===== config.mk =====
export PLATFORM = sky130hd
export DESIGN_NAME = nh_lcd_bus_arbiter_flat
export DESIGN_NICKNAME = d
export VERILOG_FILES = /design/src/rtl/nh_lcd_bus_arbiter_if.sv /design/src/rtl/nh_lcd_bus_arbiter.sv /design/src/flat_wrapper.sv
export SDC_FILE = /design/constraint.sdc
export NUM_CORES = 1
export LEC_CHECK = 0
export CAP_MARGIN = 10
export CORE_ASPECT_RATIO = 1.75
export CORE_MARGIN = 2
export CORE_UTILIZATION = 44
export DETAILED_ROUTE_END_ITERATION = 8
export GPL_ROUTABILITY_DRIVEN = 0
export MAX_ROUTING_LAYER = met4
export PLACE_DENSITY = 0.8
export REMOVE_ABC_BUFFERS = 1
export SYNTH_ARGS = -nofsm -noshare
export SYNTH_HDL_FRONTEND = slang
export SYNTH_SLANG_ARGS = --single-unit

===== constraint.sdc =====
create_clock -name clk -period 1.83 [get_ports clk]
set_input_delay 0.366 -clock clk [delete_from_list [all_inputs] [get_ports clk]]
set_output_delay 0.366 -clock clk [all_outputs]
set_load 0.02 [all_outputs]

===== src/rtl/nh_lcd_bus_arbiter_if.sv =====
// Bus bundle between the CMD/PIX requesters and the NH LCD pad arbiter.
// The arbiter takes the slave view; the requesters (or a bench) take the master view.
interface nh_lcd_bus_arbiter_if;
    // CMD requester side
    logic       i_cmd_req;
    logic       o_cmd_gnt;
    logic       i_cmd_cmd_mode;
    logic [7:0] i_cmd_data_out;
    logic       i_cmd_write;
    logic       i_cmd_read;
    logic       i_cmd_data_out_en;

    // PIX requester side
    logic       i_pix_req;
    logic       o_pix_gnt;
    logic       o_pix_yield;
    logic       i_pix_cmd_mode;
    logic [7:0] i_pix_data_out;
    logic       i_pix_write;
    logic       i_pix_read;
    logic       i_pix_data_out_en;

    // Pad side
    logic       o_cmd_mode;
    logic [7:0] o_data_out;
    logic       o_write;
    logic       o_read;
    logic       o_data_out_en;

    modport slave (
        input  i_cmd_req, i_cmd_cmd_mode, i_cmd_data_out, i_cmd_write, i_cmd_read, i_cmd_data_out_en,
        input  i_pix_req, i_pix_cmd_mode, i_pix_data_out, i_pix_write, i_pix_read, i_pix_data_out_en,
        output o_cmd_gnt, o_pix_gnt, o_pix_yield,
        output o_cmd_mode, o_data_out, o_write, o_read, o_data_out_en
    );

    modport master (
        output i_cmd_req, i_cmd_cmd_mode, i_cmd_data_out, i_cmd_write, i_cmd_read, i_cmd_data_out_en,
        output i_pix_req, i_pix_cmd_mode, i_pix_data_out, i_pix_write, i_pix_read, i_pix_data_out_en,
        input  o_cmd_gnt, o_pix_gnt, o_pix_yield,
        input  o_cmd_mode, o_data_out, o_write, o_read, o_data_out_en
    );
endinterface


===== src/rtl/nh_lcd_bus_arbiter.sv =====
// NH LCD 8080 bus arbiter: shares the pad bus between the command engine (CMD)
// and the pixel writer (PIX). Round-robin grant from IDLE, registered pad
// outputs from the current owner only, idle turnaround between owners, and an
// advisory yield request to PIX when a CMD request has been waiting too long.
module nh_lcd_bus_arbiter #(
    parameter int TURNAROUND_CYCLES = 2,     // 1..15
    parameter int HOLD_LIMIT        = 1024   // 0 disables yield
) (
    input  logic                        clk,
    input  logic                        rst,
    nh_lcd_bus_arbiter_if.slave         bus,
    output logic [31:0]                 debug
);

    typedef enum logic [1:0] {
        ST_IDLE       = 2'd0,
        ST_GRANT_CMD  = 2'd1,
        ST_GRANT_PIX  = 2'd2,
        ST_TURNAROUND = 2'd3
    } state_t;

    localparam logic        OWNER_CMD = 1'b0;
    localparam logic        OWNER_PIX = 1'b1;
    localparam logic [3:0]  TA_LAST   = 4'(TURNAROUND_CYCLES - 1);
    localparam logic [15:0] HOLD_MAX  = 16'(HOLD_LIMIT);
    localparam logic        YIELD_ON  = (HOLD_LIMIT != 0);

    // Pad idle values
    localparam logic       IDLE_CMD_MODE = 1'b1;
    localparam logic [7:0] IDLE_DATA     = 8'h00;
    localparam logic       IDLE_WRITE    = 1'b0;
    localparam logic       IDLE_READ     = 1'b0;
    localparam logic       IDLE_OE       = 1'b1;

    state_t      state_q, state_d;
    logic        last_owner_q, last_owner_d;
    logic [3:0]  ta_cnt_q, ta_cnt_d;
    logic [15:0] hold_cnt_q, hold_cnt_d;
    logic        cmd_gnt_q, cmd_gnt_d;
    logic        pix_gnt_q, pix_gnt_d;
    logic        pix_yield_q, pix_yield_d;
    logic        pad_cmd_mode_q, pad_cmd_mode_d;
    logic [7:0]  pad_data_q, pad_data_d;
    logic        pad_write_q, pad_write_d;
    logic        pad_read_q, pad_read_d;
    logic        pad_oe_q, pad_oe_d;

    // Next-state logic: round-robin grant, release on request drop, timed turnaround
    always_comb begin
        state_d      = state_q;
        last_owner_d = last_owner_q;
        ta_cnt_d     = ta_cnt_q;
        if (rst) begin
            state_d      = ST_IDLE;
            last_owner_d = OWNER_PIX;
            ta_cnt_d     = 4'd0;
        end else begin
            case (state_q)
                ST_IDLE: begin
                    if (bus.i_cmd_req && bus.i_pix_req) begin
                        // Both waiting: favour whoever did not own the bus last
                        if (last_owner_q == OWNER_PIX) begin
                            state_d = ST_GRANT_CMD;
                        end else begin
                            state_d = ST_GRANT_PIX;
                        end
                    end else if (bus.i_cmd_req) begin
                        state_d = ST_GRANT_CMD;
                    end else if (bus.i_pix_req) begin
                        state_d = ST_GRANT_PIX;
                    end else begin
                        state_d = ST_IDLE;
                    end
                end
                ST_GRANT_CMD: begin
                    if (!bus.i_cmd_req) begin
                        state_d      = ST_TURNAROUND;
                        last_owner_d = OWNER_CMD;
                        ta_cnt_d     = 4'd0;
                    end else begin
                        state_d = ST_GRANT_CMD;
                    end
                end
                ST_GRANT_PIX: begin
                    if (!bus.i_pix_req) begin
                        state_d      = ST_TURNAROUND;
                        last_owner_d = OWNER_PIX;
                        ta_cnt_d     = 4'd0;
                    end else begin
                        state_d = ST_GRANT_PIX;
                    end
                end
                ST_TURNAROUND: begin
                    // Stay for exactly TURNAROUND_CYCLES cycles
                    if (ta_cnt_q == TA_LAST) begin
                        state_d  = ST_IDLE;
                        ta_cnt_d = 4'd0;
                    end else begin
                        ta_cnt_d = ta_cnt_q + 4'd1;
                    end
                end
                default: begin
                    state_d  = ST_IDLE;
                    ta_cnt_d = 4'd0;
                end
            endcase
        end
    end

    // Grant outputs: visible one cycle after entering the grant state, only while the request holds
    always_comb begin
        cmd_gnt_d = 1'b0;
        pix_gnt_d = 1'b0;
        if (rst) begin
            cmd_gnt_d = 1'b0;
            pix_gnt_d = 1'b0;
        end else begin
            cmd_gnt_d = (state_q == ST_GRANT_CMD) && bus.i_cmd_req;
            pix_gnt_d = (state_q == ST_GRANT_PIX) && bus.i_pix_req;
        end
    end

    // Pad mux: forward only the visible owner's signals, otherwise drive idle values
    always_comb begin
        pad_cmd_mode_d = IDLE_CMD_MODE;
        pad_data_d     = IDLE_DATA;
        pad_write_d    = IDLE_WRITE;
        pad_read_d     = IDLE_READ;
        pad_oe_d       = IDLE_OE;
        if (rst) begin
            pad_cmd_mode_d = IDLE_CMD_MODE;
            pad_data_d     = IDLE_DATA;
            pad_write_d    = IDLE_WRITE;
            pad_read_d     = IDLE_READ;
            pad_oe_d       = IDLE_OE;
        end else if (cmd_gnt_q && bus.i_cmd_req) begin
            pad_cmd_mode_d = bus.i_cmd_cmd_mode;
            pad_data_d     = bus.i_cmd_data_out;
            pad_write_d    = bus.i_cmd_write;
            pad_read_d     = bus.i_cmd_read;
            pad_oe_d       = bus.i_cmd_data_out_en;
        end else if (pix_gnt_q && bus.i_pix_req) begin
            pad_cmd_mode_d = bus.i_pix_cmd_mode;
            pad_data_d     = bus.i_pix_data_out;
            pad_write_d    = bus.i_pix_write;
            pad_read_d     = bus.i_pix_read;
            pad_oe_d       = bus.i_pix_data_out_en;
        end else begin
            pad_cmd_mode_d = IDLE_CMD_MODE;
            pad_data_d     = IDLE_DATA;
            pad_write_d    = IDLE_WRITE;
            pad_read_d     = IDLE_READ;
            pad_oe_d       = IDLE_OE;
        end
    end

    // Hold counter: cycles a CMD request has waited during the current PIX grant
    always_comb begin
        hold_cnt_d = hold_cnt_q;
        if (rst) begin
            hold_cnt_d = 16'd0;
        end else if ((state_q != ST_GRANT_PIX) && (state_d == ST_GRANT_PIX)) begin
            hold_cnt_d = 16'd0;
        end else if ((state_q == ST_GRANT_PIX) && bus.i_cmd_req && (hold_cnt_q != HOLD_MAX)) begin
            hold_cnt_d = hold_cnt_q + 16'd1;
        end else begin
            hold_cnt_d = hold_cnt_q;
        end
    end

    // Yield: raised the cycle after the hold limit is reached, held until PIX leaves its grant
    always_comb begin
        pix_yield_d = 1'b0;
        if (YIELD_ON && (state_q == ST_GRANT_PIX) && (state_d == ST_GRANT_PIX)) begin
            pix_yield_d = (hold_cnt_q == HOLD_MAX) || pix_yield_q;
        end else begin
            pix_yield_d = 1'b0;
        end
    end

    // State and output registers (reset folded into the _d logic above)
    always_ff @(posedge clk) begin
        state_q        <= state_d;
        last_owner_q   <= last_owner_d;
        ta_cnt_q       <= ta_cnt_d;
        hold_cnt_q     <= hold_cnt_d;
        cmd_gnt_q      <= cmd_gnt_d;
        pix_gnt_q      <= pix_gnt_d;
        pix_yield_q    <= pix_yield_d;
        pad_cmd_mode_q <= pad_cmd_mode_d;
        pad_data_q     <= pad_data_d;
        pad_write_q    <= pad_write_d;
        pad_read_q     <= pad_read_d;
        pad_oe_q       <= pad_oe_d;
    end

    assign bus.o_cmd_gnt     = cmd_gnt_q;
    assign bus.o_pix_gnt     = pix_gnt_q;
    assign bus.o_pix_yield   = pix_yield_q;
    assign bus.o_cmd_mode    = pad_cmd_mode_q;
    assign bus.o_data_out    = pad_data_q;
    assign bus.o_write       = pad_write_q;
    assign bus.o_read        = pad_read_q;
    assign bus.o_data_out_en = pad_oe_q;

    assign debug = {24'd0, ta_cnt_q, pix_yield_q, last_owner_q, state_q};

endmodule


===== src/flat_wrapper.sv =====
// flat-port wrapper written by rule: the top's interface ports become plain ports
module nh_lcd_bus_arbiter_flat 
#(
    parameter int TURNAROUND_CYCLES = 2,             
    parameter int HOLD_LIMIT        = 1024                      
)
  (clk, rst, debug, bus_i_cmd_req, bus_i_cmd_cmd_mode, bus_i_cmd_data_out, bus_i_cmd_write, bus_i_cmd_read, bus_i_cmd_data_out_en, bus_i_pix_req, bus_i_pix_cmd_mode, bus_i_pix_data_out, bus_i_pix_write, bus_i_pix_read, bus_i_pix_data_out_en, bus_o_cmd_gnt, bus_o_pix_gnt, bus_o_pix_yield, bus_o_cmd_mode, bus_o_data_out, bus_o_write, bus_o_read, bus_o_data_out_en);
  nh_lcd_bus_arbiter_if bus_i ();
  input  logic clk;
  input  logic rst;
  output logic [31:0] debug;
  input wire logic [$bits(bus_i.i_cmd_req)-1:0] bus_i_cmd_req;
  input wire logic [$bits(bus_i.i_cmd_cmd_mode)-1:0] bus_i_cmd_cmd_mode;
  input wire logic [$bits(bus_i.i_cmd_data_out)-1:0] bus_i_cmd_data_out;
  input wire logic [$bits(bus_i.i_cmd_write)-1:0] bus_i_cmd_write;
  input wire logic [$bits(bus_i.i_cmd_read)-1:0] bus_i_cmd_read;
  input wire logic [$bits(bus_i.i_cmd_data_out_en)-1:0] bus_i_cmd_data_out_en;
  input wire logic [$bits(bus_i.i_pix_req)-1:0] bus_i_pix_req;
  input wire logic [$bits(bus_i.i_pix_cmd_mode)-1:0] bus_i_pix_cmd_mode;
  input wire logic [$bits(bus_i.i_pix_data_out)-1:0] bus_i_pix_data_out;
  input wire logic [$bits(bus_i.i_pix_write)-1:0] bus_i_pix_write;
  input wire logic [$bits(bus_i.i_pix_read)-1:0] bus_i_pix_read;
  input wire logic [$bits(bus_i.i_pix_data_out_en)-1:0] bus_i_pix_data_out_en;
  output wire logic [$bits(bus_i.o_cmd_gnt)-1:0] bus_o_cmd_gnt;
  output wire logic [$bits(bus_i.o_pix_gnt)-1:0] bus_o_pix_gnt;
  output wire logic [$bits(bus_i.o_pix_yield)-1:0] bus_o_pix_yield;
  output wire logic [$bits(bus_i.o_cmd_mode)-1:0] bus_o_cmd_mode;
  output wire logic [$bits(bus_i.o_data_out)-1:0] bus_o_data_out;
  output wire logic [$bits(bus_i.o_write)-1:0] bus_o_write;
  output wire logic [$bits(bus_i.o_read)-1:0] bus_o_read;
  output wire logic [$bits(bus_i.o_data_out_en)-1:0] bus_o_data_out_en;
  assign bus_i.i_cmd_req = bus_i_cmd_req;
  assign bus_i.i_cmd_cmd_mode = bus_i_cmd_cmd_mode;
  assign bus_i.i_cmd_data_out = bus_i_cmd_data_out;
  assign bus_i.i_cmd_write = bus_i_cmd_write;
  assign bus_i.i_cmd_read = bus_i_cmd_read;
  assign bus_i.i_cmd_data_out_en = bus_i_cmd_data_out_en;
  assign bus_i.i_pix_req = bus_i_pix_req;
  assign bus_i.i_pix_cmd_mode = bus_i_pix_cmd_mode;
  assign bus_i.i_pix_data_out = bus_i_pix_data_out;
  assign bus_i.i_pix_write = bus_i_pix_write;
  assign bus_i.i_pix_read = bus_i_pix_read;
  assign bus_i.i_pix_data_out_en = bus_i_pix_data_out_en;
  assign bus_o_cmd_gnt = bus_i.o_cmd_gnt;
  assign bus_o_pix_gnt = bus_i.o_pix_gnt;
  assign bus_o_pix_yield = bus_i.o_pix_yield;
  assign bus_o_cmd_mode = bus_i.o_cmd_mode;
  assign bus_o_data_out = bus_i.o_data_out;
  assign bus_o_write = bus_i.o_write;
  assign bus_o_read = bus_i.o_read;
  assign bus_o_data_out_en = bus_i.o_data_out_en;
  nh_lcd_bus_arbiter #(.TURNAROUND_CYCLES(TURNAROUND_CYCLES), .HOLD_LIMIT(HOLD_LIMIT)) u_core (.clk(clk), .rst(rst), .bus(bus_i), .debug(debug));
endmodule

==> metrics.csv <==
stage;metric;value;unit
clock_network;tritoncts;done;
route;routed_wl;4610;um
clock_network;clkSlewWorstSetupHoldPaths;70;ps
pwr;powerDensity;651;nW/um^2
timing;max_freq;570;MHz
yosys;async_flop_share;0;%
worst_setup_path;critPathArrivalTime;1390;ps
clock_network;cts_setup_buffers;0;
yosys;syn_inst;222;
worst_setup_path;path_cells;clkdlybuf4s50_1;
route;routed-via-count;1739;
die;initial_core_util;46.2;%
die;dieHeight;91.7;um
min_path;hold_class;flip-flop to flip-flop;
timing;tns;0;ps
die;dieArea;4960;um^2
route;postRouteAntennaNets;0;
grt;grt_usage;21.3;%
yosys;netlist_top_cells_area;dfxtp_1 (39%), buf_4 (10%), nor2_1 (5.0%);
route;wire_per_inst;13.8;um
worst_setup_path;required;1460;ps
clock_network;cts_buffers;5;
worst_setup_path;cp_slowest_cell;clkdlybuf4s50_1;
timing;hold_viol;0;
worst_setup_path;cpPeakStageDelay;650;ps
timing;finalSetupViolCount;0;
route;firstDrtPassIters;4;
clock_network;cts_resized;0;
worst_setup_path;critPathBufInv;1;
grt;grt_max_degree;13;
clock_network;cts_max_path_buffers;2;
cells_and_area;layout.nets;316;
yosys;postSynthAreaPerCell;8.71;um^2
yosys;synth.distinct_cells;49;
grt;grt_pass1_wl;7690;um
grt;antenna_found_initial;0;
placed_design;dp_hpwl;3640;um
timing;skew;4.37;ps
yosys;synth_area;1930;um^2
clock_network;cts-root-buf;clkbuf_8;
yosys;synth_top_area_share;39.3;%
clock_network;postCtsHoldBufs;0;
cells_and_area;area_growth;31.9;%
pwr;ir_drop;0.473;mV
yosys;synth_flop_cell;dfxtp_1;
timing;rsz0062_at_grt;no;
timing;holdWs;519;ps
yosys;ys_ff_latch;38;
run_status;status;completed;
worst_setup_path;start_kind;flip-flop;
die;rows;31;
cells_and_area;drive_gt1_share;9.51;%
route;drc;0;
worst_setup_path;worstSetupPathType;flip-flop to output port;
pwr;p_leak;0.985;nW
grt;grt.overflow.total;0;
grt;grt_pass1_vias;1743;
die;placeableCoreArea;4190;um^2
cells_and_area;n_antenna_cell;0;
cells_and_area;nFillCells;368;
route;drtIter0Drc;26;
yosys;yosys_warnings;0;
worst_setup_path;crit_family;buffers and inverters;
job;max_cap_viol_count;0;
clock_network;clock_latency;290;ps
clock_network;cts_max_level;2;
yosys;synth_top_area_cell;dfxtp_1;
die;io_pins;75;
timing;drv_slew;0;
yosys;yosysSeqAreaShare;39.3;%
worst_setup_path;worst_setup_path_end_kind;output port;
die;die_w;54.1;um
worst_setup_path;crit_fanout;6;
yosys;synth_edf_count;0;
clock_network;clock_sinks;38;
timing;fin_crit;1750;ps
timing;finalCritPeriodShare;95.8;%
placed_design;portBuffers;50;
route;viasPerCell;5.22;
cells_and_area;final_core_util;60.9;%
==> logic make-up after synthesis <==
group | Yosys count | share of synthesized area [%]
AND/OR/NAND/NOR | 85 | 24.8
adder cells (fa/ha/maj) | 4 | 2.59
other | 1 | 0.194
flip-flops | 38 | 39.3
AO/OA/AOI/OAI | 44 | 15.6
XOR/XNOR | 9 | 4.08
buffers and inverters | 41 | 13.5
==> cell usage in the layout (no fill, tap or decap), drive strengths merged, types with 2 or more instances in the layout <==
cell	n
a21o	2
a21oi	11
a22oi	10
and3	2
buf	17
clkbuf	7
clkdlybuf4s50	49
conb	24
dfxtp	38
ha	4
inv	6
nand2	10
nand2b	4
nand3	4
nand4	9
nor2	26
nor3	7
nor3b	3
nor4	5
nor4b	2
o21a	6
o21ai	5
o22ai	2
or3	4
xnor2	6
xor2	3
==> path summary, 6_finish.rpt <==
kind	from	endpoint	slack, ps	cells after the start
worst min register to register	u_core.hold_cnt_q[15]	u_core.hold_cnt_q[15]	520	2
worst max-delay path	u_core.ta_cnt_q[1]	debug[5]	80	1
worst min-delay path	u_core.hold_cnt_q[15]	u_core.hold_cnt_q[15]	520	2
worst max register to register	u_core.hold_cnt_q[0]	u_core.hold_cnt_q[12]	120	5
==> cell type report <==
type / count / area [um^2] / share of cell area [%]
flip-flops and latches: 38 / 761 / 29.8
well taps: 49 / 61.3 / 2.40
inverters: 6 / 22.5 / 0.883
repair buffers: 67 / 631 / 24.7
multi-input cells: 166 / 1000 / 39.2
clock buffers: 7 / 76.3 / 2.99
==> cells in the mapped netlist (2+ instances only) <==
| cell type | number |
|---|---|
| and3_1 | 2 |
| nand2_1 | 10 |
| buf_4 | 26 |
| a22oi_1 | 10 |
| nor3_1 | 6 |
| xnor2_1 | 6 |
| o21a_1 | 6 |
| nand3_1 | 4 |
| a21oi_1 | 11 |
| nand4_1 | 8 |
| ha_1 | 4 |
| nor2_1 | 26 |
| inv_1 | 6 |
| nor4b_1 | 2 |
| nor4_1 | 5 |
| dfxtp_1 | 38 |
| o21ai_0 | 4 |
| xor2_1 | 3 |
| o22ai_1 | 2 |
| or3_1 | 4 |
| nor3b_1 | 2 |
| nand2b_1 | 4 |
| clkbuf_1 | 7 |
==> state kept, by name, summed over array words and instances, names as in the netlist <==
name	count
u_core.bus.o_read	1
u_core.bus.o_pix_gnt	1
u_core.state_q	2
u_core.last_owner_q	1
u_core.bus.o_cmd_mode	1
u_core.bus.o_cmd_gnt	1
u_core.bus.o_write	1
u_core.bus.o_data_out	8
u_core.ta_cnt_q	4
u_core.bus.o_pix_yield	1
u_core.bus.o_data_out_en	1
u_core.hold_cnt_q	16
==> layer usage <==
| layer | wire [um] | global-route usage, % | vias up |
|---|---|---|---|
| met3 | 214 | 4.56 | 6 |
| met2 | 2670 | 37.8 | 50 |
| met5 | 0 | - | - |
| li1 | - | - | 857 |
| met1 | 1650 | 21.4 | 826 |
| met4 | 79 | 8.54 | 0 |
==> report_power, final <==
group / internal [mW] / switching [mW]
clock: 0.262 / 0.267
sequential: 0.842 / 0.0175
combinational: 0.128 / 0.146
total: 1.23 / 0.430
==> per-stage QoR <==
| stage | area (um^2) | setup slack [ps] | cells | total power [mW] |
|---|---|---|---|---|
| after floorplan | 1780 | 9.62 | 210 | 1.01 |
| after global placement | 2470 | -95.3 | 326 | 1.15 |
| after detailed placement | 2470 | -113 | 326 | 1.15 |
| after CTS | 2550 | 29.7 | 333 | 1.67 |
| after global routing | 2550 | 15.0 | 333 | 1.74 |
| final | 2550 | 77.0 | 333 | 1.66 |
(Power assumes the default switching activity.)
